$ cat src/rtl/lc4_pkg.sv
// Shared definitions for the LC4 decode queue: uop layout, field offsets and opcodes.
// The packed struct order matches the flat uop bus (first member is the MSB).
package lc4_pkg;

    localparam int UOP_W = 19;

    localparam int UOP_R1SEL_LSB = 16;
    localparam int UOP_R1RE_BIT  = 15;
    localparam int UOP_R2SEL_LSB = 12;
    localparam int UOP_R2RE_BIT  = 11;
    localparam int UOP_WSEL_LSB  = 8;
    localparam int UOP_WE_BIT    = 7;
    localparam int UOP_NZPWE_BIT = 6;
    localparam int UOP_PC1_BIT   = 5;
    localparam int UOP_LOAD_BIT  = 4;
    localparam int UOP_STORE_BIT = 3;
    localparam int UOP_BR_BIT    = 2;
    localparam int UOP_CTRL_BIT  = 1;
    localparam int UOP_ILL_BIT   = 0;

    localparam logic [3:0] OP_BR      = 4'b0000;
    localparam logic [3:0] OP_ARITH   = 4'b0001;
    localparam logic [3:0] OP_CMP     = 4'b0010;
    localparam logic [3:0] OP_JSR     = 4'b0100;
    localparam logic [3:0] OP_LOGIC   = 4'b0101;
    localparam logic [3:0] OP_LDR     = 4'b0110;
    localparam logic [3:0] OP_STR     = 4'b0111;
    localparam logic [3:0] OP_RTI     = 4'b1000;
    localparam logic [3:0] OP_CONST   = 4'b1001;
    localparam logic [3:0] OP_SHIFT   = 4'b1010;
    localparam logic [3:0] OP_JMP     = 4'b1100;
    localparam logic [3:0] OP_HICONST = 4'b1101;
    localparam logic [3:0] OP_TRAP    = 4'b1111;

    localparam logic [2:0] ARITH_MUL = 3'b001;
    localparam logic [2:0] ARITH_DIV = 3'b011;
    localparam logic [1:0] SHIFT_MOD = 2'b11;

    typedef struct packed {
        logic [2:0] r1sel;
        logic       r1re;
        logic [2:0] r2sel;
        logic       r2re;
        logic [2:0] wsel;
        logic       regfile_we;
        logic       nzp_we;
        logic       sel_pc1;
        logic       is_load;
        logic       is_store;
        logic       is_branch;
        logic       is_control;
        logic       illegal;
    } uop_t;

endpackage

$ cat src/rtl/lc4_uop_decode.sv
// Combinational LC4 instruction decoder producing one uop per raw instruction.
// Illegal encodings keep their register selects but lose every write/read enable.
module lc4_uop_decode
    import lc4_pkg::*;
#(
    parameter bit SUPPORT_MULDIV = 1'b1
) (
    input  logic [15:0] insn,
    output uop_t        uop
);

    logic [3:0] opcode;
    logic       muldiv_op;
    logic       bad_opcode;
    uop_t       raw;

    assign opcode = insn[15:12];

    always_comb begin
        raw        = '0;
        raw.r1sel  = insn[8:6];
        raw.r2sel  = insn[2:0];
        raw.wsel   = insn[11:9];
        muldiv_op  = 1'b0;
        bad_opcode = 1'b0;

        case (opcode)
            OP_BR: raw.is_branch = (insn != 16'h0000);
            OP_ARITH: begin
                raw.r1re       = 1'b1;
                raw.r2re       = ~insn[5];
                raw.regfile_we = 1'b1;
                muldiv_op      = (insn[5:3] == ARITH_MUL) || (insn[5:3] == ARITH_DIV);
            end
            OP_CMP: begin
                raw.r1sel = insn[11:9];
                raw.r1re  = 1'b1;
                raw.r2re  = ~insn[8];
            end
            OP_JSR: begin
                // insn[11] separates JSR (immediate) from JSRR (register target)
                raw.r1re       = ~insn[11];
                raw.wsel       = 3'd7;
                raw.regfile_we = 1'b1;
                raw.sel_pc1    = 1'b1;
                raw.is_control = 1'b1;
            end
            OP_LOGIC: begin
                raw.r1re       = 1'b1;
                raw.r2re       = ~insn[5] & (insn[4:3] != 2'b01);
                raw.regfile_we = 1'b1;
            end
            OP_LDR: begin
                raw.r1re       = 1'b1;
                raw.regfile_we = 1'b1;
                raw.is_load    = 1'b1;
            end
            OP_STR: begin
                raw.r1re     = 1'b1;
                raw.r2sel    = insn[11:9];
                raw.r2re     = 1'b1;
                raw.is_store = 1'b1;
            end
            OP_RTI: begin
                raw.r1sel      = 3'd7;
                raw.r1re       = 1'b1;
                raw.is_control = 1'b1;
            end
            OP_CONST: raw.regfile_we = 1'b1;
            OP_SHIFT: begin
                raw.r1re       = 1'b1;
                raw.regfile_we = 1'b1;
                raw.r2re       = (insn[5:4] == SHIFT_MOD);
                muldiv_op      = (insn[5:4] == SHIFT_MOD);
            end
            OP_JMP: begin
                raw.r1re       = ~insn[11];
                raw.is_control = 1'b1;
            end
            OP_HICONST: begin
                raw.r1sel      = insn[11:9];
                raw.r1re       = 1'b1;
                raw.regfile_we = 1'b1;
            end
            OP_TRAP: begin
                raw.wsel       = 3'd7;
                raw.regfile_we = 1'b1;
                raw.sel_pc1    = 1'b1;
                raw.is_control = 1'b1;
            end
            default: bad_opcode = 1'b1;
        endcase

        raw.nzp_we  = raw.regfile_we | (opcode == OP_CMP);
        raw.illegal = bad_opcode | (muldiv_op & ~SUPPORT_MULDIV);

        uop = raw;
        if (raw.illegal) begin
            uop.regfile_we = 1'b0;
            uop.nzp_we     = 1'b0;
            uop.r1re       = 1'b0;
            uop.r2re       = 1'b0;
        end
    end

endmodule

$ cat src/rtl/lc4_decode_queue.sv
// Decode buffer between fetch and rename: decodes at enqueue, tags each entry with a
// wrapping sequence number and holds DEPTH uops in a valid/ready FIFO with flush.
module lc4_decode_queue
    import lc4_pkg::*;
#(
    parameter int DEPTH          = 4,
    parameter int TAG_W          = 4,
    parameter bit SUPPORT_MULDIV = 1'b1
) (
    input  logic                       clk,
    input  logic                       rst_n,
    input  logic                       flush,
    input  logic                       in_valid,
    output logic                       in_ready,
    input  logic [15:0]                in_insn,
    input  logic [15:0]                in_pc,
    output logic                       out_valid,
    input  logic                       out_ready,
    output logic [15:0]                out_insn,
    output logic [15:0]                out_pc,
    output logic [TAG_W-1:0]           out_tag,
    output logic [UOP_W-1:0]           out_uop,
    output logic [$clog2(DEPTH):0]     count
);

    localparam int PTR_W = $clog2(DEPTH);
    localparam int CNT_W = PTR_W + 1;

    logic [15:0]      insn_mem [DEPTH];
    logic [15:0]      pc_mem   [DEPTH];
    logic [TAG_W-1:0] tag_mem  [DEPTH];
    uop_t             uop_mem  [DEPTH];

    logic [PTR_W-1:0] rd_ptr;
    logic [PTR_W-1:0] wr_ptr;
    logic [TAG_W-1:0] tag_ctr;
    uop_t             dec_uop;
    logic             enq;
    logic             deq;

    lc4_uop_decode #(
        .SUPPORT_MULDIV(SUPPORT_MULDIV)
    ) u_decode (
        .insn(in_insn),
        .uop (dec_uop)
    );

    // Flush blocks enqueue directly so a redirected insn never slips in
    assign in_ready  = (count < CNT_W'(DEPTH)) & ~flush;
    assign out_valid = (count != '0);
    assign enq       = in_valid & in_ready;
    assign deq       = out_valid & out_ready;

    always_ff @(posedge clk or negedge rst_n) begin
        if (!rst_n) begin
            rd_ptr  <= '0;
            wr_ptr  <= '0;
            count   <= '0;
            tag_ctr <= '0;
        end else begin
            if (enq) tag_ctr <= tag_ctr + TAG_W'(1);
            // The tag counter survives a flush so sequence numbers stay unique
            if (flush) begin
                rd_ptr <= '0;
                wr_ptr <= '0;
                count  <= '0;
            end else begin
                if (enq) wr_ptr <= wr_ptr + PTR_W'(1);
                if (deq) rd_ptr <= rd_ptr + PTR_W'(1);
                if (enq && !deq)      count <= count + CNT_W'(1);
                else if (!enq && deq) count <= count - CNT_W'(1);
            end
        end
    end

    always_ff @(posedge clk) begin
        if (enq) begin
            insn_mem[wr_ptr] <= in_insn;
            pc_mem[wr_ptr]   <= in_pc;
            tag_mem[wr_ptr]  <= tag_ctr;
            uop_mem[wr_ptr]  <= dec_uop;
        end
    end

    assign out_insn = insn_mem[rd_ptr];
    assign out_pc   = pc_mem[rd_ptr];
    assign out_tag  = tag_mem[rd_ptr];
    assign out_uop  = uop_mem[rd_ptr];

endmodule

$ cat config.mk
export PLATFORM = sky130hd
export DESIGN_NAME = lc4_decode_queue
export DESIGN_NICKNAME = d
export VERILOG_FILES = /design/src/rtl/lc4_pkg.sv /design/src/rtl/lc4_uop_decode.sv /design/src/rtl/lc4_decode_queue.sv
export SDC_FILE = /design/constraint.sdc
export NUM_CORES = 1
export LEC_CHECK = 0
export ABC_AREA = 1
export BUFFER_PORTS_ARGS = -buffer_cell sky130_fd_sc_hd__buf_2
export CAP_MARGIN = 30
export CORE_MARGIN = 10
export CORE_UTILIZATION = 45
export CTS_CLUSTER_DIAMETER = 30
export DETAILED_ROUTE_END_ITERATION = 6
export PLACE_DENSITY_LB_ADDON = 0.3
export SLEW_MARGIN = 10
export SYNTH_ARGS = -nofsm -noshare
export SYNTH_HDL_FRONTEND = slang
export SYNTH_SLANG_ARGS = --single-unit
$ cat constraint.sdc
create_clock -name clk -period 9 [get_ports clk]
set_input_delay 2.7 -clock clk [delete_from_list [all_inputs] [get_ports clk]]
set_output_delay 2.7 -clock clk [all_outputs]
set_load 0.05 [all_outputs]
==> run metrics <==
Syn Nets 728; Max-slew headroom 40.1%; post-synthesis sequential area ratio 75.4%; Hold Buf Count CTS 0; vias in the first global route 5,763; final WL 19,700 um; clock sink count 231; worst slew pin tran 0.898 ns; largest cells by area after synthesis edfxtp_1 (72%), nor2_1 (5.2%), o21ai_0 (4.7%), o22ai_1 (3.9%), dfrtp_1 (3.0%); die width 162 um; gpl congestion 0.780; maximum VDD drop 206 uV; Post-layout nets 839; Core Region 20,100 um2; Crit-path slowest cell buf_2; Critical Path AT 3.29 ns; Sequential Area 6890 um2; WL per Instance 17.9 um; Distinct cells, synth 31; critical path endpoint category output port; clock root buffer clkbuf_16; H-tree Lvls 2; Hold Vio Cnt, Final 0; area grow syn2layout 23.1%; Post-Synthesis Cells 685; via count 5,772; family with the most delay on the worst path buffers and inverters; Worst EP required 6.30 ns; RSZ-0062 raised after global routing false; CTS tree done; multi-input logic area 1930 um2; # rows 52; HPWL after detailed placement 11,100 um; initial DRC count 314; number of vias per cell 5.25; clock tree buffer depth 3; Max Cap Violations 0; placed insts 1,023; Leak 0.00409 uW; first-pass GRT wire length 31,100 um; Detailed Routing Iterations Pass 1 4; design area 11,200 um2; share of layout cells above drive strength 1 23.3%; Post-Layout Cell Count 1,100; dpl ws 3.01 ns; setup violators final 0; Power Density 345 nW/um2; worst skew pair latency 0.51 ns; Die Y 162 um; FF+latch count, synth 231; Worst Path Class, Setup in -> out; Critical Path Start Type input pin; PortBufs 96; highest clock rate 0.167 GHz; Filler cells 1,597; crit path buf inv count 2; asr flop ratio synth 4.76%; most frequent CP cell buf_2; yosys warns 0; CP peak stage delay 0.29 ns; CTS Buf Count 41; die area 26,400 um2; initial antenna violation count 1; Yosys top cell by area edfxtp_1; Synth top cells by count edfxtp_1 (220), nor2_1 (127), o21ai_0 (86), o22ai_1 (57), o21ai_1 (36); DP Area 9840 um2; most common cell in the netlist edfxtp_1; num ports 97; post-route antenna net violation count 0; Top FF cell, synth edfxtp_1; crit share post-route 66.5%; DR DRC count 0; cell area after synthesis 9130 um2; post_cts resized 0; Tightest Hold Check Type reg -> reg; top cell type's share of synthesized area 72.3%; EDFF count, synth 220; crit path max fanout 4; Tmin final 5.99 ns; CTS clk-pin slew, worst paths 0.05 ns; Avg Inst Size Synth 13.3 um2; gr ovfl total 0; final setup TNS 0 ns; Fin Hold WS 0.516 ns; Slew Limit Fails 0; Final Skew 0.00846 ns; pin count of the biggest net entering global routing 85; CP cell instances buf_2, nor2_2, buf_2; setup ws final 3.01 ns; initial core utilization 45.4%; Tot GR Track Use 14.8%; status complete, no violations; Post-CTS Repair Setup Buffers 0
-- per-layer routing --
layer | track usage, % | part of all wire, % | up-vias
li1 | - | - | 2745
met1 | 18.9 | 45 | 2830
met2 | 23.9 | 47 | 160
met3 | 3.56 | 5.5 | 37
met4 | 5.58 | 2.3 | 0
met5 | 0 | 0 | -
-- cells in the final DEF, fill, tap and decap left out, types with 7 or more instances in the layout --
cell type / synthesis / routed
buf_4: 1 / 7
nand2_1: 34 / 34
o21ai_0: 86 / 86
o22ai_1: 57 / 57
edfxtp_1: 220 / 220
clkbuf_16: 0 / 43
o21ai_1: 36 / 36
inv_1: 29 / 29
a21oi_1: 9 / 9
dfrtp_1: 11 / 10
buf_2: 3 / 96
nor2_1: 127 / 123
-- registers in the layout (all words and copies together), names as in the netlist --
| register | cells |
|---|---|
| uop_mem | 76 |
| wr_ptr | 2 |
| insn_mem | 64 |
| tag_ctr | 4 |
| rd_ptr | 2 |
| pc_mem | 64 |
| count | 3 |
| tag_mem | 16 |
-- power breakdown --
group / leakage (uW) / internal, uW / switching, uW
logic: 0.00128 / 212 / 802
clock network: 0.000667 / 1020 / 511
registers: 0.00214 / 1280 / 53.1
-- worst reg2reg max path, cell delays in order (launching register included) --
cell     delay (ns)
dfrtp_1        0.43
nor2_2         0.17
nand2_4        0.17
nor2_4         0.61
buf_4          0.59
-- cells by family after synthesis --
logic type / Yosys count / synth area share [%]
and+or+nand+nor: 184 / 8.30
adders and majority gates: 6 / 0.904
AOI/OAI and AO/OA: 190 / 11.3
DFF: 231 / 75.4
xor gates and xnor gates: 3 / 0.288
buffers and inverters: 71 / 3.88
-- through the flow --
stage / utilization (%) / total power (uW)
floorplan: - / 2140
global placement: 48.8 / 2370
detailed placement: 48.9 / 2380
CTS: 55.9 / 3910
global route: 55.9 / 4040
finish: 55.9 / 3880
-- path summary, 6_finish.rpt --
kind / start / endpoint / slack (ns) / depth (start not counted)
max in group asynchronous: rst_n / rd_ptr[0]$_DFFE_PN0P_ / 6.69 / 1
worst min-delay path: count[1]$_DFFE_PN0P_ / count[1]$_DFFE_PN0P_ / 0.52 / 2
min in group asynchronous: rst_n / tag_ctr[2]$_DFFE_PN0P_ / 2.07 / 1
worst min register to register: count[1]$_DFFE_PN0P_ / count[1]$_DFFE_PN0P_ / 0.52 / 2
worst max register to register: count[2]$_DFFE_PN0P_ / uop_mem[1][8]$_DFFE_PP_ / 6.65 / 4
worst max-delay path: flush / in_ready / 3.01 / 3
-- cell type report --
cell class / count / share of cell area (%)
Sequential cell: 231 / 61.2
Clock inverter: 28 / 2.72
Clock buffer: 48 / 9.74
Multi-Input combinational cell: 383 / 17.1
Antenna cell: 1 / 0.0223
Inverter: 35 / 1.22
Timing Repair Buffer: 104 / 4.92
Tap cell: 270 / 3.01
(Power assumes the default switching activity.)
